`config.mk`:
```
export PLATFORM = sky130hd
export DESIGN_NAME = hw_adder_pipe_32bit
export DESIGN_NICKNAME = d
export VERILOG_FILES = /design/src/rtl/hw_arith_pkg.sv /design/src/rtl/hw_pipe_stage.sv /design/src/rtl/hw_adder_pipe_32bit.sv
export SDC_FILE = /design/constraint.sdc
export NUM_CORES = 1
export LEC_CHECK = 0
export BUFFER_PORTS_ARGS = -buffer_cell sky130_fd_sc_hd__buf_2
export CAP_MARGIN = 20
export CORE_MARGIN = 2
export CORE_UTILIZATION = 45
export DETAILED_ROUTE_END_ITERATION = 7
export PLACE_DENSITY = 0.79
export SLEW_MARGIN = 20
export SYNTH_ARGS = -nofsm -noshare
export SYNTH_HDL_FRONTEND = slang
export SYNTH_SLANG_ARGS = --single-unit
export TNS_END_PERCENT = 50
```
`constraint.sdc`:
```
create_clock -name clk_main_a0 -period 3 [get_ports clk_main_a0]
set_input_delay 0 -clock clk_main_a0 [delete_from_list [all_inputs] [get_ports clk_main_a0]]
set_output_delay 0 -clock clk_main_a0 [all_outputs]
set_load 0.02 [all_outputs]
```
`src/rtl/hw_arith_pkg.sv`:
```
// Shared arithmetic definitions for the pipelined adder and the subtractor wrappers.
// s1_payload_t and out_payload_t describe the default 32/16 geometry. Blocks
// built with other widths declare matching local structs.
package hw_arith_pkg;

    localparam int ARITH_WIDTH = 32;
    localparam int ARITH_SPLIT = 16;

    typedef logic [ARITH_WIDTH-1:0] arith_word_t;

    typedef struct packed {
        logic [ARITH_SPLIT-1:0]             lo;
        logic                               c1;
        logic [ARITH_WIDTH-ARITH_SPLIT-1:0] a_hi;
        logic [ARITH_WIDTH-ARITH_SPLIT-1:0] b_hi;
        logic                               a_msb;
        logic                               b_msb;
    } s1_payload_t;

    typedef struct packed {
        arith_word_t sum;
        logic        cout;
        logic        ovf;
    } out_payload_t;

    // Two's-complement overflow: the operands share a sign and the result does not.
    function automatic logic signed_ovf(input logic a_msb, input logic b_msb, input logic sum_msb);
        return (a_msb == b_msb) && (sum_msb != a_msb);
    endfunction

endpackage

```
`src/rtl/hw_pipe_stage.sv`:
```
// Generic valid/ready register slice with a type-parameterised payload.
// The stage accepts a new beat when it is empty or its current beat leaves in
// the same cycle, so a chain of these sustains one beat per clock.
module hw_pipe_stage #(
    parameter type T = logic [31:0]
) (
    input  logic clk_main_a0,
    input  logic rst_main_n,
    input  logic i_valid,
    output logic o_ready,
    input  T     i_data,
    output logic o_valid,
    input  logic i_ready,
    output T     o_data
);

    logic r_valid;
    T     r_data;
    logic w_advance;

    assign w_advance = !r_valid || i_ready;
    assign o_ready   = w_advance;
    assign o_valid   = r_valid;
    assign o_data    = r_data;

    // Payload and valid register; reset clears both so no stale beat survives.
    always_ff @(posedge clk_main_a0) begin
        if (!rst_main_n) begin
            r_valid <= 1'b0;
            r_data  <= '0;
        end else if (w_advance) begin
            r_valid <= i_valid;
            if (i_valid) begin
                r_data <= i_data;
            end
        end
    end

endmodule

```
`src/rtl/hw_adder_pipe_32bit.sv`:
```
// Two-stage pipelined adder with valid/ready on both sides.
// Stage 1 adds the low SPLIT bits and registers the carry with the high
// operand halves; stage 2 finishes the high half and forms the flags.
// Optional macro HW_ADDER_SAT_EN: clamp the sum to the signed limits on overflow.
module hw_adder_pipe_32bit
    import hw_arith_pkg::*;
#(
    parameter int WIDTH = ARITH_WIDTH,
    parameter int SPLIT = ARITH_SPLIT,
    parameter int CNT_W = 32
) (
    input  logic             clk_main_a0,
    input  logic             rst_main_n,
    input  logic             in_valid,
    output logic             in_ready,
    input  logic [WIDTH-1:0] in_a,
    input  logic [WIDTH-1:0] in_b,
    input  logic             in_cin,
    output logic             out_valid,
    input  logic             out_ready,
    output logic [WIDTH-1:0] out_sum,
    output logic             out_cout,
    output logic             out_ovf,
    output logic [CNT_W-1:0] op_count
);

    localparam int HI_W = WIDTH - SPLIT;

    typedef struct packed {
        logic [SPLIT-1:0] lo;
        logic             c1;
        logic [HI_W-1:0]  a_hi;
        logic [HI_W-1:0]  b_hi;
        logic             a_msb;
        logic             b_msb;
    } s1_t;

    typedef struct packed {
        logic [WIDTH-1:0] sum;
        logic             cout;
        logic             ovf;
    } out_t;

    s1_t              w_s1_d;
    s1_t              w_s1_q;
    out_t             w_out_d;
    out_t             w_out_q;
    logic             w_s1_ready;
    logic             w_s1_valid;
    logic             w_out_stage_ready;
    logic [SPLIT:0]   w_lo_full;
    logic [HI_W:0]    w_hi_full;
    logic [WIDTH-1:0] w_sum_raw;
    logic [CNT_W-1:0] r_op_count;

    // Low-half add and operand capture for stage 1.
    always_comb begin
        w_lo_full    = {1'b0, in_a[SPLIT-1:0]} + {1'b0, in_b[SPLIT-1:0]} + {{SPLIT{1'b0}}, in_cin};
        w_s1_d       = '0;
        w_s1_d.lo    = w_lo_full[SPLIT-1:0];
        w_s1_d.c1    = w_lo_full[SPLIT];
        w_s1_d.a_hi  = in_a[WIDTH-1:SPLIT];
        w_s1_d.b_hi  = in_b[WIDTH-1:SPLIT];
        w_s1_d.a_msb = in_a[WIDTH-1];
        w_s1_d.b_msb = in_b[WIDTH-1];
    end

    // High-half add, flags and optional clamp for the output register.
    always_comb begin
        w_hi_full    = {1'b0, w_s1_q.a_hi} + {1'b0, w_s1_q.b_hi} + {{HI_W{1'b0}}, w_s1_q.c1};
        w_sum_raw    = {w_hi_full[HI_W-1:0], w_s1_q.lo};
        w_out_d      = '0;
        w_out_d.sum  = w_sum_raw;
        w_out_d.cout = w_hi_full[HI_W];
        w_out_d.ovf  = signed_ovf(w_s1_q.a_msb, w_s1_q.b_msb, w_sum_raw[WIDTH-1]);
`ifdef HW_ADDER_SAT_EN
        if (w_out_d.ovf) begin
            w_out_d.sum = w_s1_q.a_msb ? {1'b1, {(WIDTH-1){1'b0}}} : {1'b0, {(WIDTH-1){1'b1}}};
        end
`endif
    end

    hw_pipe_stage #(.T(s1_t)) u_s1 (
        .clk_main_a0 (clk_main_a0),
        .rst_main_n  (rst_main_n),
        .i_valid     (in_valid),
        .o_ready     (w_s1_ready),
        .i_data      (w_s1_d),
        .o_valid     (w_s1_valid),
        .i_ready     (w_out_stage_ready),
        .o_data      (w_s1_q)
    );

    hw_pipe_stage #(.T(out_t)) u_out (
        .clk_main_a0 (clk_main_a0),
        .rst_main_n  (rst_main_n),
        .i_valid     (w_s1_valid),
        .o_ready     (w_out_stage_ready),
        .i_data      (w_out_d),
        .o_valid     (out_valid),
        .i_ready     (out_ready),
        .o_data      (w_out_q)
    );

    // Reset is visible on in_ready so upstream never sees a phantom accept.
    assign in_ready = rst_main_n && w_s1_ready;
    assign out_sum  = w_out_q.sum;
    assign out_cout = w_out_q.cout;
    assign out_ovf  = w_out_q.ovf;
    assign op_count = r_op_count;

    // Count completed output handshakes; wraps naturally at 2^CNT_W.
    always_ff @(posedge clk_main_a0) begin
        if (!rst_main_n) begin
            r_op_count <= '0;
        end else if (out_valid && out_ready) begin
            r_op_count <= r_op_count + CNT_W'(1);
        end
    end

endmodule
```
[Word-level counts from Yosys, hierarchy flattened]
Index checks and enable logic that the tools add are counted.
Storage, ports and cells
  bits in registers: 119
  bits in latches: 0
  RAM bits: 0
  ROM bits: 0
  input bits: 69
  output and inout bits: 68
  memories: 0
Operators by class
  add/sub/neg operators: 5
  multiply operators: 0
  div/mod/pow operators: 0
  order comparisons: 0
  eq/ne operators: 2
  shift operators: 0
  muxes and demuxes: 0
  bitwise operators: 0
  reduce and logical (&&, ||, !) cells: 9
Operators with widths (count)
  16-bit by 16-bit adder with 17-bit output: 2
  17-bit by 1-bit adder with 17-bit output: 2
  32-bit by 1-bit adder with 32-bit output, second input constant: 1
  2-bit AND reduction: 2
  1-bit logical AND: 3
  1-bit logical NOT: 2
  1-bit logical OR: 2
  1-bit == test: 1
  1-bit inequality test: 1

[Logic depth before layout (Yosys ltp)]
  depth after elaboration: 4
  depth in mapped cells: 8

[Cells and area by module]
A second synthesis with hierarchy kept.
Unflattened totals
  cell total of the unflattened synthesis: 734
  area total of the unflattened synthesis: 6570.1 um^2
Modules (own cells, without submodules)
  hw_adder_pipe_32bit: times used 1, cells an instance 355, area an instance 2994.1 um^2, sequential area each 640.6 um^2
  hw_pipe_stage (u_s1): times used 1, cells an instance 226, area an instance 2139.6 um^2, sequential area each 1041.0 um^2
  hw_pipe_stage (u_out): times used 1, cells an instance 153, area an instance 1436.4 um^2, sequential area each 700.7 um^2

[Least setup slack after synthesis]
No wires, ideal clock.
  path kind: register -> register
  start: register u_s1.r_data (netlist bit u_s1.o_data[2])
  end: register u_out.r_data (netlist bit u_out.o_data[32])
  arrival time: 2367 ps
  setup slack: 537 ps
  cell stages (with the launch flop): 9
  buffers on the path: 0
  clock period less this slack: 2463 ps
  path through: dfxtp_1 -> fa_1 -> fa_1 -> a211oi_2 -> o211ai_1 -> a221oi_2 -> o21ai_0 -> a31o_2 -> o311ai_1
On the way
  longest elaborated chain between the ends: 2
RTL lines
  start: declaration: line hw_pipe_stage.sv:18  | T r_data;
  start signal: assignment: line hw_pipe_stage.sv:34  | r_data <= i_data;
  16-bit by 16-bit adder with 17-bit output: line hw_adder_pipe_32bit.sv:70  | w_hi_full = {1'b0, w_s1_q.a_hi} + {1'b0, w_s1_q.b_hi} + {{HI_W{1'b0}}, w_s1_q.c1};
  17-bit by 1-bit adder with 17-bit output: line hw_adder_pipe_32bit.sv:70
  end signal: assignment: line hw_pipe_stage.sv:34
  end: declaration: line hw_pipe_stage.sv:18
No other way between the ends.
A chain may end at the register's enable or synchronous reset.

[Final worst setup path]
Same ends and word-level chain as after synthesis.

==> flow_summary.yaml <==
sta:
  rsz0062_at_grt: "no"
  layout_setup_ws_ns: 0.203
  min_period_over_period_pct: 93.2
  final.setup.tns_ns: 0
  slew_headroom_pct: 41.4
  clock_skew_ns: 0.00971
  finalHoldViolations: 0
  slew_violations: 0
  fmaxAchievable_ghz: 0.358
  whs_ns: 0.0231
  setup_viol: 0
  fin_crit_ns: 2.80
  tightest_slew_ns: 0.879
yosys:
  synth_top_area_share_pct: 41.1
  syn_inst: 700
  synth_ff_type: "dfxtp_1"
  ys_types: 52
  yosysWarnings: 0
  synth_area_leaders: "dfxtp_1, nand2_1, a21oi_1"
  synth_seq_cells: 117
  seq_area_frac_synth_pct: 41.1
  yosysTopAreaCell: "dfxtp_1"
  syn_area_per_cell_sq_um: 8.13
  syn-cell-area_sq_um: 5690
  yosys-top-cells-count: "nand2_1, dfxtp_1, a21oi_1"
  async_reset_ff_share_pct: 0
  synth-edff-count: 0
  syn_nets: 804
  yosysMostFrequentCell: "nand2_1"
critical_path:
  required_ns: 3.31
  crit_type: "flop to flop"
  r2r_end: "u_out.o_data[32]"
  worst-path-buf-inv: 0
  slowest_stage: "fa_1"
  critPathLaunchType: "flop"
  critical-path-max-stage-delay_ns: 0.48
  cp-end-kind: "flop"
  reg2regPathDepth: 8
  path_cells: "fa_1, fa_1, a211oi_2, o211ai_1, a221oi_2, o21ai_0, a31o_2, o311ai_1"
  critical_path.max_fanout: 3
  cpMostUsedCell: "fa_1"
  r2r-start: "u_s1.o_data[2]"
  worst-r2r-setup-slack_ns: 0.20
  crit_family: "compound AO/OA/AOI/OAI gates"
  crit_arrival_ns: 3.10
grt:
  gr-total-overflow: 0
  grt_max_degree: 61
  grt_usage_pct: 20.4
  grt_pass1_wl_microns: 22100
  grt_pass1_vias: 4860
  antenna_found_initial: 0
cts:
  clockRootBuffer: "clkbuf_16"
  cts_tree: "done"
  cts.htree.levels: 4
  cts_buffers: 17
  cts_buffer_depth: 2
  clk_pin_slew_worst_paths_ns: 0.05
  cts.sinks: 117
  worst_skew_pair.late_latency_ns: 0.40
power:
  internal_power_w: 0.00306
  p_leak_nw: 3.17
  power_w: 0.00408
  power.share.combinational_pct: 13.4
  pwr-share-clk_pct: 45.7
  swShare_pct: 25.0
  power_density_nw_per_um2: 549
  vdd_drop_max_uv: 383
  p_seq_share_pct: 40.9
  p_switching_w: 0.00102
floorplan:
  die_area_sq_um: 13600
  die_w_microns: 116
  start_util_pct: 45.7
  rows: 41
  die_h_microns: 116
  coreArea_sq_um: 12500
  pin_count: 137
route:
  vias_per_cell: 5.12
  num_vias: 5376
  first_iter_violations: 288
  avgRoutedWirePerCell_microns: 13.1
  post-route-drc-count: 0
  drt-total-wl_microns: 13700
  ant_nets: 0
  dr.pass1.iters: 4
min_path:
  min_from: "in_cin"
  holdPathStages: 4
  hp-class: "input pin to flop"
  min_to: "u_s1.o_data[35]"
placement:
  place_area_sq_um: 6520
  finalWeightedCongestion: 0.800
  port_buffers: 136
  preCtsSetupSlack_ns: 0.269
  dp_hpwl_microns: 9330
cells_and_area:
  nNetsFinal: 968
  syn2layout_area_growth_pct: 30.3
  fin_area_sq_um: 7420
  diodes: 0
  drive_above_1_share_pct: 21.4
outcome:
  status: "finished, final reports clean"
flow_run:
  max-cap-violations: 0
-- cells in the final DEF, fill, tap and decap left out, types with 4 or more instances in the layout --
master         Yosys  final
nand2b_1           4      4
dfxtp_1          117    117
buf_2              1    136
nand2_1          150    149
o21bai_1           5      5
clkinv_2           0      6
fa_1               4      4
dlygate4sd3_1      0     34
a21oi_1           88     88
nand4_1           10     10
o211ai_1           8      8
nand3_1           24     24
clkbuf_16          0     17
xor2_1            15     15
nor2_1            62     62
ha_1              31     31
inv_1             10     10
xnor2_1           32     32
nor3_1            15     15
buf_4              0      6
a21o_1             9      9
a211oi_1          11     11
o21ai_0           18     18
a31oi_1            8      8
or3_1              4      4
-- layout make-up --
| class | instances | area [sq um] |
|---|---|---|
| Clock buffer | 23 | 478 |
| Clock inverter | 9 | 77.6 |
| Fill cell | 1084 | 5050 |
| Inverter | 11 | 42.5 |
| Multi-Input combinational cell | 541 | 3200 |
| Sequential cell | 117 | 2340 |
| Tap cell | 172 | 215 |
| Timing Repair Buffer | 176 | 1070 |
-- power groups by stage --
stage                     Combinational (W)  Sequential, W  Clock [W]
after detailed placement           0.000505        0.00170          0
after CTS                          0.000543        0.00166    0.00190
after global placement             0.000499        0.00170          0
after global routing               0.000611        0.00167    0.00198
after floorplan                    0.000338        0.00171          0
final                              0.000547        0.00167    0.00186
-- per-layer routing --
layer  global-route usage, %  share of wire (%)
met5                       0                  0
met4                    8.81                2.2
met3                    4.41                5.1
met2                    33.5                 47
met1                    25.9                 46
-- metrics by stage --
step | util, % | instances
2_1_floorplan | - | 700
6_report | 59.5 | 1049
4_1_cts | 59.5 | 1049
3_3_place_gp | 52.3 | 983
5_1_grt | 59.5 | 1049
3_5_place_dp | 52.3 | 983
-- worst register-to-register path, cell delays in order (launching register included) --
cell	delay, ns
dfxtp_1	0.32
fa_1	0.48
fa_1	0.47
a211oi_2	0.33
o211ai_1	0.17
a221oi_2	0.31
o21ai_0	0.26
a31o_2	0.31
o311ai_1	0.06
-- what timing repair did --
item	4_1_cts	5_1_grt
setup buffers	0	0
resized for setup	0	0
endpoints found under the hold margin	35	0
hold buffers	34	0
-- cells by family after synthesis --
| logic type | share of synthesized area, % |
|---|---|
| AND/OR/NAND/NOR | 22.8 |
| AO/OA/AOI/OAI | 17.5 |
| flip-flops | 41.1 |
| XOR/XNOR | 7.23 |
| buffers and inverters | 2.79 |
| adder cells (fa/ha/maj) | 8.22 |
| multiplexers | 0.352 |
-- sequential cells by signal, indices dropped and copies added (netlist names) --
register	flops
u_out.o_valid	1
op_count	32
u_out.o_data	34
u_s1.o_data	49
u_s1.o_valid	1
-- worst max-delay path by stage --
stage	from	endpoint	slack (ns)	cells past startpoint
finish	u_s1.o_data[2]	u_out.o_data[32]	0.20	8
global route	u_s1.o_data[2]	u_out.o_data[32]	0.02	8
CTS	u_s1.o_data[2]	u_out.o_data[32]	0.24	8
detailed placement	u_s1.o_data[2]	u_out.o_data[32]	0.27	8
global placement	u_s1.o_data[2]	u_out.o_data[32]	0.35	8
floorplan	u_s1.o_data[2]	u_out.o_data[32]	0.54	8
No activity file was read; power rests on OpenSTA's default activity.
